===== src/rtl/wb_regfile_unit_pkg.sv =====
// Shared write-back definitions: control-word bit positions, result-source
// encodings and datapath defaults used by MEM/WB, the decoder and this stage.
package wb_regfile_unit_pkg;

    localparam int DATA_W_DEF = 32;
    localparam int REG_AW_DEF = 6;
    localparam int CNT_W_DEF  = 32;

    localparam int WB_CTRL_W       = 3;
    localparam int WB_CTRL_WE      = 0;
    localparam int WB_CTRL_SRC_LSB = 1;
    localparam int WB_CTRL_SRC_MSB = 2;

    typedef enum logic [1:0] {
        WB_SRC_ALU = 2'b00,
        WB_SRC_MEM = 2'b01,
        WB_SRC_PC  = 2'b10,
        WB_SRC_ILL = 2'b11
    } wb_src_e;

endpackage


===== src/rtl/wb_regfile_unit_if.sv =====
// Write-back stage bus: MEM/WB inputs, ID read ports, EX forwarding and status.
interface wb_regfile_unit_if
    import wb_regfile_unit_pkg::*;
#(
    parameter int DATA_W = DATA_W_DEF,
    parameter int REG_AW = REG_AW_DEF,
    parameter int CNT_W  = CNT_W_DEF
) ();

    logic [DATA_W-1:0]    memDataIn;
    logic [DATA_W-1:0]    aluResIn;
    logic [DATA_W-1:0]    pcPlusImmIn;
    logic [REG_AW-1:0]    dstRegIn;
    logic [WB_CTRL_W-1:0] wbCtrlIn;
    logic [REG_AW-1:0]    rdAddrA;
    logic [REG_AW-1:0]    rdAddrB;
    logic [DATA_W-1:0]    rdDataA;
    logic [DATA_W-1:0]    rdDataB;
    logic                 fwdValid;
    logic [REG_AW-1:0]    fwdReg;
    logic [DATA_W-1:0]    fwdData;
    logic [CNT_W-1:0]     wbCount;
    logic                 illegalSrc;

    modport master (
        output memDataIn, aluResIn, pcPlusImmIn, dstRegIn, wbCtrlIn, rdAddrA, rdAddrB,
        input  rdDataA, rdDataB, fwdValid, fwdReg, fwdData, wbCount, illegalSrc
    );

    modport slave (
        input  memDataIn, aluResIn, pcPlusImmIn, dstRegIn, wbCtrlIn, rdAddrA, rdAddrB,
        output rdDataA, rdDataB, fwdValid, fwdReg, fwdData, wbCount, illegalSrc
    );

endinterface


===== src/rtl/wb_regfile_unit_result_mux.sv =====
// Write-back result select: picks ALU / load / link value and decides whether
// the control word is a real register write or an illegal-source attempt.
module wb_result_mux
    import wb_regfile_unit_pkg::*;
#(
    parameter int DATA_W = DATA_W_DEF
) (
    input  logic [WB_CTRL_W-1:0] wb_ctrl,
    input  logic [DATA_W-1:0]    alu_res,
    input  logic [DATA_W-1:0]    mem_data,
    input  logic [DATA_W-1:0]    pc_plus_imm,
    output logic [DATA_W-1:0]    wb_data,
    output logic                 wb_en,
    output logic                 illegal_wr
);

    wb_src_e src;
    logic    reg_write;

    assign src       = wb_src_e'(wb_ctrl[WB_CTRL_SRC_MSB:WB_CTRL_SRC_LSB]);
    assign reg_write = wb_ctrl[WB_CTRL_WE];

    // NOTE: every always_comb output gets a default first so no path can infer a latch.
    always_comb begin
        wb_data = '0;
        case (src)
            WB_SRC_ALU: wb_data = alu_res;
            WB_SRC_MEM: wb_data = mem_data;
            WB_SRC_PC:  wb_data = pc_plus_imm;
            default:    wb_data = '0;
        endcase
        wb_en      = reg_write && (src != WB_SRC_ILL);
        illegal_wr = reg_write && (src == WB_SRC_ILL);
    end

endmodule


===== src/rtl/wb_regfile_unit.sv =====
// Write-back stage top: commits the selected result into the register file,
// serves two bypassed read ports and drives the WB forwarding bus.
module wb_regfile_unit
    import wb_regfile_unit_pkg::*;
#(
    parameter int DATA_W = DATA_W_DEF,
    parameter int REG_AW = REG_AW_DEF,
    parameter int CNT_W  = CNT_W_DEF
) (
    input  logic               clk,
    input  logic               rst,
    wb_regfile_unit_if.slave   bus
);

    localparam int NREGS = 2 ** REG_AW;

    logic [DATA_W-1:0] wb_data;
    logic              wb_req_en;
    logic              illegal_req;
    logic              wb_en;
    logic              illegal_wr;

    logic [DATA_W-1:0] regs_q [NREGS];
    logic [CNT_W-1:0]  wb_count_d, wb_count_q;
    logic              illegal_d, illegal_q;

    wb_result_mux #(.DATA_W(DATA_W)) u_result_mux (
        .wb_ctrl     (bus.wbCtrlIn),
        .alu_res     (bus.aluResIn),
        .mem_data    (bus.memDataIn),
        .pc_plus_imm (bus.pcPlusImmIn),
        .wb_data     (wb_data),
        .wb_en       (wb_req_en),
        .illegal_wr  (illegal_req)
    );

    // Reset is asynchronous, so gate the request with it to suppress forwarding too.
    assign wb_en      = wb_req_en && rst;
    assign illegal_wr = illegal_req && rst;

    always_comb begin
        wb_count_d = wb_count_q + CNT_W'(wb_en);
        illegal_d  = illegal_q || illegal_wr;
    end

    // NOTE: the register file is reset because the architecture defines every register as 0 after reset.
    always_ff @(posedge clk or negedge rst) begin
        if (!rst) begin
            for (int i = 0; i < NREGS; i++) begin
                regs_q[i] <= '0;
            end
        end else if (wb_en) begin
            regs_q[bus.dstRegIn] <= wb_data;
        end
    end

    // NOTE: sequential state uses non-blocking assignments so all flops update from pre-edge values.
    always_ff @(posedge clk or negedge rst) begin
        if (!rst) begin
            wb_count_q <= '0;
            illegal_q  <= 1'b0;
        end else begin
            wb_count_q <= wb_count_d;
            illegal_q  <= illegal_d;
        end
    end

    always_comb begin
        bus.rdDataA    = (wb_en && (bus.rdAddrA == bus.dstRegIn)) ? wb_data : regs_q[bus.rdAddrA];
        bus.rdDataB    = (wb_en && (bus.rdAddrB == bus.dstRegIn)) ? wb_data : regs_q[bus.rdAddrB];
        bus.fwdValid   = wb_en;
        bus.fwdReg     = wb_en ? bus.dstRegIn : '0;
        bus.fwdData    = wb_en ? wb_data : '0;
        bus.wbCount    = wb_count_q;
        bus.illegalSrc = illegal_q;
    end

endmodule


===== src/flat_wrapper.sv =====
// flat-port wrapper written by rule: the top's interface ports become plain ports
module wb_regfile_unit_flat import wb_regfile_unit_pkg::*;
#(
    parameter int DATA_W = DATA_W_DEF,
    parameter int REG_AW = REG_AW_DEF,
    parameter int CNT_W  = CNT_W_DEF
)
  (clk, rst, bus_memDataIn, bus_aluResIn, bus_pcPlusImmIn, bus_dstRegIn, bus_wbCtrlIn, bus_rdAddrA, bus_rdAddrB, bus_rdDataA, bus_rdDataB, bus_fwdValid, bus_fwdReg, bus_fwdData, bus_wbCount, bus_illegalSrc);
  wb_regfile_unit_if #(.DATA_W(DATA_W), .REG_AW(REG_AW), .CNT_W(CNT_W)) bus_i ();
  input  logic clk;
  input  logic rst;
  input wire logic [$bits(bus_i.memDataIn)-1:0] bus_memDataIn;
  input wire logic [$bits(bus_i.aluResIn)-1:0] bus_aluResIn;
  input wire logic [$bits(bus_i.pcPlusImmIn)-1:0] bus_pcPlusImmIn;
  input wire logic [$bits(bus_i.dstRegIn)-1:0] bus_dstRegIn;
  input wire logic [$bits(bus_i.wbCtrlIn)-1:0] bus_wbCtrlIn;
  input wire logic [$bits(bus_i.rdAddrA)-1:0] bus_rdAddrA;
  input wire logic [$bits(bus_i.rdAddrB)-1:0] bus_rdAddrB;
  output wire logic [$bits(bus_i.rdDataA)-1:0] bus_rdDataA;
  output wire logic [$bits(bus_i.rdDataB)-1:0] bus_rdDataB;
  output wire logic [$bits(bus_i.fwdValid)-1:0] bus_fwdValid;
  output wire logic [$bits(bus_i.fwdReg)-1:0] bus_fwdReg;
  output wire logic [$bits(bus_i.fwdData)-1:0] bus_fwdData;
  output wire logic [$bits(bus_i.wbCount)-1:0] bus_wbCount;
  output wire logic [$bits(bus_i.illegalSrc)-1:0] bus_illegalSrc;
  assign bus_i.memDataIn = bus_memDataIn;
  assign bus_i.aluResIn = bus_aluResIn;
  assign bus_i.pcPlusImmIn = bus_pcPlusImmIn;
  assign bus_i.dstRegIn = bus_dstRegIn;
  assign bus_i.wbCtrlIn = bus_wbCtrlIn;
  assign bus_i.rdAddrA = bus_rdAddrA;
  assign bus_i.rdAddrB = bus_rdAddrB;
  assign bus_rdDataA = bus_i.rdDataA;
  assign bus_rdDataB = bus_i.rdDataB;
  assign bus_fwdValid = bus_i.fwdValid;
  assign bus_fwdReg = bus_i.fwdReg;
  assign bus_fwdData = bus_i.fwdData;
  assign bus_wbCount = bus_i.wbCount;
  assign bus_illegalSrc = bus_i.illegalSrc;
  wb_regfile_unit #(.DATA_W(DATA_W), .REG_AW(REG_AW), .CNT_W(CNT_W)) u_core (.clk(clk), .rst(rst), .bus(bus_i));
endmodule

===== config.mk =====
export PLATFORM = sky130hd
export DESIGN_NAME = wb_regfile_unit_flat
export DESIGN_NICKNAME = d
export VERILOG_FILES = /design/src/rtl/wb_regfile_unit_pkg.sv /design/src/rtl/wb_regfile_unit_if.sv /design/src/rtl/wb_regfile_unit_result_mux.sv /design/src/rtl/wb_regfile_unit.sv /design/src/flat_wrapper.sv
export SDC_FILE = /design/constraint.sdc
export NUM_CORES = 2
export LEC_CHECK = 0
export ABC_AREA = 0
export BUFFER_PORTS_ARGS = -buffer_cell sky130_fd_sc_hd__buf_2
export CORE_UTILIZATION = 55
export DETAILED_ROUTE_END_ITERATION = 6
export PLACE_DENSITY_LB_ADDON = 0.1
export SYNTH_ARGS = -nofsm -noshare
export SYNTH_HDL_FRONTEND = slang
export SYNTH_SLANG_ARGS = --single-unit

===== constraint.sdc =====
create_clock -name clk -period 3.4 [get_ports clk]
set_input_delay 0.85 -clock clk [delete_from_list [all_inputs] [get_ports clk]]
set_output_delay 0.85 -clock clk [all_outputs]
set_load 0.05 [all_outputs]

Word-level counts from Yosys, hierarchy flattened. Cells that the tools add are included.

Bits in registers: 2081. Input port bits: 119. Word-level logic and storage cells: 103.

Add/subtract/negate cells: 1. $lt $le $gt $ge: 4. Equality and inequality tests: 6. Mux-type cells: 14. Bitwise logic cells: 3. Reductions and logical operators: 9.

Operator list (number): bitwise mux 2048 bit (1); binary-select mux 32 bit (select 6 bit) (2); 2-to-1 mux 32 bit (8); demux 32 bit (select 6 bit) (1); case mux 32 bit (3 select lines) (1); adder 32 x 1 -> 32 bit (1); >= comparator 7 bit, second input constant (3); inverter 6 -> 7 bit (3); equality test 6 bit (2); logical AND 1 bit (7); less-than comparator 7 x 1 -> 1 bit, second input constant (1); 2-to-1 mux 6 bit (1); equality test 2 bit, second input constant (2); equality test 2 x 1 -> 1 bit, second input constant (1); zero test 2 bit (1); inequality test 2 bit, second input constant (1); logical OR 1 bit (1).

Logic depth before layout (Yosys ltp).
Depth after elaboration: 6. Depth in mapped cells: 12.

Modules after synthesis. From an unflattened synthesis, not the netlist that was laid out.

Cell total of the unflattened synthesis: 7529. Area, all modules: 112028.7 um2.

By module, submodules not included: wb_regfile_unit (instances 1, cells each 7450, area an instance 111152.9 um2, sequential area each 52074.9 um2); wb_result_mux (instances 1, cells each 79, area an instance 875.8 um2, sequential area each 0.0 um2).

Worst setup path before layout. OpenSTA, ideal clock, no wires.

Path type: input -> output. Start: in bus_rdAddrA[0]. End: out bus_rdDataA[29]. Arrival: 4.444 ns. Data required time: 2.550 ns. Slack: -1.894 ns. Stages on the path: 9. Path buffers: 3. Cells stage by stage: buf_6 > buf_6 > xnor2_1 > nand4_1 > or2_1 > clkbuf_1 > nand2_1 > a2111oi_0 > a2111oi_0.

Longest elaborated chain between the ends: 5. Elaborated cells between the ends (all ways): 7. Classes of those cells: 1 x eq/ne; 4 x mux; 1 x bitwise; 1 x reduce/logical.

RTL lines: start: declaration (line flat_wrapper.sv:17) `input wire logic [$bits(bus_i.rdAddrA)-1:0] bus_rdAddrA;`; inverter 6 -> 7 bit (not written as such) (line wb_regfile_unit.sv:69) `bus.rdDataA = (wb_en && (bus.rdAddrA == bus.dstRegIn)) ? wb_data : regs_q[bus.rdAddrA];`; binary-select mux 32 bit (select 6 bit) (line wb_regfile_unit.sv:69); 2-to-1 mux 32 bit (not written as such) (2 in series) (line wb_regfile_unit.sv:69); 2-to-1 mux 32 bit * (line wb_regfile_unit.sv:69); end: declaration (line flat_wrapper.sv:19) `output wire logic [$bits(bus_i.rdDataA)-1:0] bus_rdDataA;`.

Mark *: on every way between the ends. The rest lies on a longest branch, timed or not. The select of a mux whose other input is x is not followed.

Final worst setup path.
Start: reg u_core.regs_q[1231] (netlist bit). End: out bus_rdDataA[15].

Longest elaborated chain between the ends: 4.

RTL lines: start: declaration (line wb_regfile_unit.sv:23) `logic [DATA_W-1:0] regs_q [NREGS];`; start signal: indexed assignment (line wb_regfile_unit.sv:53) `regs_q[bus.dstRegIn] <= wb_data;`; binary-select mux 32 bit (select 6 bit) (line wb_regfile_unit.sv:69); 2-to-1 mux 32 bit (not written as such) (2 in series) (line wb_regfile_unit.sv:69); 2-to-1 mux 32 bit (line wb_regfile_unit.sv:69).

Every way passes these cells. The select of a mux whose other input is x is not followed.

==> results.sh <==
export IMPL_syn_nets=10141
export IMPL_final_common_cell="dfrtp_1"
export IMPL_crit_fanout=3
export IMPL_groute_usage_overall_pct=48.8
export IMPL_synth_area_per_cell_um2=10.8
export IMPL_hold_path_class="input port to async pin"
export IMPL_synth_top_area_share_pct=48.0
export IMPL_placed_area_um2=124000
export IMPL_ys_seq_elements=2081
export IMPL_synth_edf_count=0
export IMPL_grt_pass1_wl_um=685000
export IMPL_skew_ps=26.2
export IMPL_worst_setup_path_end_kind="primary output"
export IMPL_port_buffers=254
export IMPL_p_leak_nw=61.8
export IMPL_relSlewSlack_pct=26.4
export IMPL_period_needed_ps=4630
export IMPL_use_met3_pct=19.6
export IMPL_avgRoutedWirePerCell_um=35.4
export IMPL_hold_ws_ps=28.8
export IMPL_final_hold_viol_count=0
export IMPL_dr_total_vias=96631
export IMPL_max_freq_ghz=0.216
export IMPL_rows=162
export IMPL_die_w_um=446
export IMPL_clockRootBuffer="clkbuf_16"
export IMPL_maxCapViolCount=0
export IMPL_ys_warn_count=0
export IMPL_clkLatencyLatePin_ps=890
export IMPL_ir_drop_uv=541
export IMPL_violations="design-rule violations, negative setup slack"
export IMPL_worstPathRequired_ps=2550
export IMPL_core_um2=196000
export IMPL_synthArstFlopShare_pct=100
export IMPL_synth_ff_type="dfrtp_1"
export IMPL_worst_path_buf_inv=2
export IMPL_place_ws_ps=-1220
export IMPL_synth_largest_area_cell="dfrtp_1"
export IMPL_gr_max_usage_layer="met2"
export IMPL_slowest_delay_ps=650
export IMPL_grtUsageMet1_pct=61.8
export IMPL_layout_common_cells="dfrtp_1, nand2_1, nor2_1"
export IMPL_clk_path_buf_depth=3
export IMPL_drt_iter0_drc=15774
export IMPL_numCtsBuffers=219
export IMPL_crit_arrival_ps=3780
export IMPL_grt_antenna_before_repair=22
export IMPL_fin_crit_sh_pct=136
export IMPL_cts_max_level=4
export IMPL_design_area_um2=139000
export IMPL_start_util_pct=55.5
export IMPL_drtAntennaViolNets=0
export IMPL_routed_via_density=7.02
export IMPL_crit_family="compound AO/OA/AOI/OAI gates"
export IMPL_die_area_um2=199000
export IMPL_criticalPathCategory="register to primary output"
export IMPL_drt_first_pass_iters=7
export IMPL_drc=5
export IMPL_finalSetupViolCount=67
export IMPL_synth_area_um2=109000
export IMPL_synth_seq_area_share_pct=48.0
export IMPL_place_gp_congestion=1.02
export IMPL_critPathSlowestCell="o211ai_1"
export IMPL_synth_distinct_cells=72
export IMPL_worstSetupStartpointType="register"
export IMPL_area_growth_pct=27.8
export IMPL_drive_above_1_share_pct=31.3
export IMPL_rsz0062_at_grt="true"
export IMPL_grt_max_degree=184
export IMPL_die_y_um=446
export IMPL_yosys_top_cells_area="dfrtp_1, mux4_2, a21oi_1"
export IMPL_overflow=0
export IMPL_pwr_density_cell_nw_per_um2=486
export IMPL_r2r_setup_slack_ps=1280
export IMPL_grt_pass1_vias=93301
export IMPL_pin_count=255
export IMPL_wl_um=488000
export IMPL_cts_sinks=2081
export IMPL_worst_pin_slew_ps=1100
export IMPL_synthCells=10019
export IMPL_finish_net_count=11071
export IMPL_setup_ws_ps=-1230
export IMPL_status="complete, but fails checks"
export IMPL_place_hpwl_um=321000
export IMPL_gr_usage_met2_pct=66.2
export IMPL_path_clk_slew_ps=60
export IMPL_drv_slew=0
export IMPL_cts_tree="yes"
export IMPL_post_route_util_pct=71.0
export IMPL_crit_chain="mux4_2 -> mux4_2 -> o211ai_1 -> o211ai_1 -> buf_4 -> buf_12"
[worst paths after layout]
| check | start | cells past startpoint | to |
|---|---|---|---|
| min in group clk | bus_wbCtrlIn[1] | 3 | u_core.bus.illegalSrc$_DFF_PN0_ |
| setup / recovery | u_core.regs_q[1231]$_DFFE_PN0P_ | 6 | bus_rdDataA[15] |
| hold / removal | rst | 2 | u_core.bus.wbCount[0]$_DFF_PN0_ |
| max in group asynchronous | rst | 4 | u_core.regs_q[912]$_DFFE_PN0P_ |
| setup reg to reg | u_core.bus.wbCount[10]$_DFF_PN0_ | 6 | u_core.bus.wbCount[30]$_DFF_PN0_ |
| hold reg to reg | u_core.bus.illegalSrc$_DFF_PN0_ | 1 | u_core.bus.illegalSrc$_DFF_PN0_ |
[synth_stat cells (all sizes together), types with 3 or more instances]
library cell and instances:
nor3 18, nor2 1203, o32a 4, o32ai 3
a2bb2oi 3, a311oi 3, dfrtp 2081, nand3 162
nor4 3, nor2b 47, nand4 22, mux2i 549
a22oi 206, ha 3, nand2 1188, a211oi 33
nand2b 17, o211ai 46, a2111oi 4, mux2 27
or2 5, and3 16, xnor2 34, o221ai 39
o22ai 49, a221o 3, a21boi 6, mux4 862
xor2 8, inv 5, and3b 4, o21ai 1064
a21oi 1105, nand4b 5, a221oi 35, clkbuf 595
o2111ai 15, or3 9, buf 443, or4 15
a22o 37, and2 11, a31oi 12, nand3b 4
[timing repair]
item                       CTS  global route
hold buffers                 0             0
buffers inserted           222           147
pin swaps                  166           202
gates resized for setup    532           302
setup endpoints to repair   86            70
cloned                      24            10
[power by group]
| part | switching [mW] | internal [mW] | total [mW] |
|---|---|---|---|
| logic | 6.83 | 5.59 | 12.4 |
| registers | 1.89 | 26.9 | 28.7 |
| clock network | 10.8 | 15.5 | 26.3 |
[worst register-to-register path: cells and delay by family (launching register included)]
kind / cells / cell delay, ps
xor gates and xnor gates: 1 / 170
DFF: 1 / 440
and+or+nand+nor: 5 / 1390
[layout make-up]
type / count / area, µm²
fill: 13683 / 56800
multi-input combinational: 6894 / 54600
sequential: 2081 / 52100
timing repair buffer: 1747 / 20900
clock buffer: 305 / 6390
tap: 2624 / 3280
clock inverter: 96 / 1460
antenna: 20 / 50.0
inverter: 6 / 25.0
[sequential cells by signal (all words and copies together) (netlist names)]
name and count:
u_core.regs_q 2048, u_core.bus.wbCount 32, u_core.bus.illegalSrc 1
[routing by layer]
layer / vias to the layer above / routed length [µm]
li1: 38312 / -
met5: - / 235
met2: 8230 / 200000
met1: 47958 / 165000
met3: 2111 / 75300
met4: 20 / 47500
[stage by stage]
step	total power, mW	setup TNS, ps	cells
floorplan	35.0	-10150	10019
global placement	39.4	-52160	12995
detailed placement	39.8	-53460	12995
CTS	66.6	-37980	13627
global route	69.2	-43380	13758
finish	67.5	-42640	13773
[logic make-up (layout without fill, tap and decap cells)]
logic type / Yosys count / after routing / synth area share [%]
AO/OA/AOI/OAI: 2674 / 2674 / 13.6
adder cells (fa/ha/maj): 3 / 3 / 0.0346
multiplexers: 1438 / 1438 / 23.2
AND/OR/NAND/NOR: 2737 / 2737 / 10.2
other: 0 / 20 / 0
flip-flops: 2081 / 2081 / 48.0
buffers and inverters: 1044 / 2154 / 4.62
XOR/XNOR: 42 / 42 / 0.339
No activity file was read; power rests on OpenSTA's default activity.
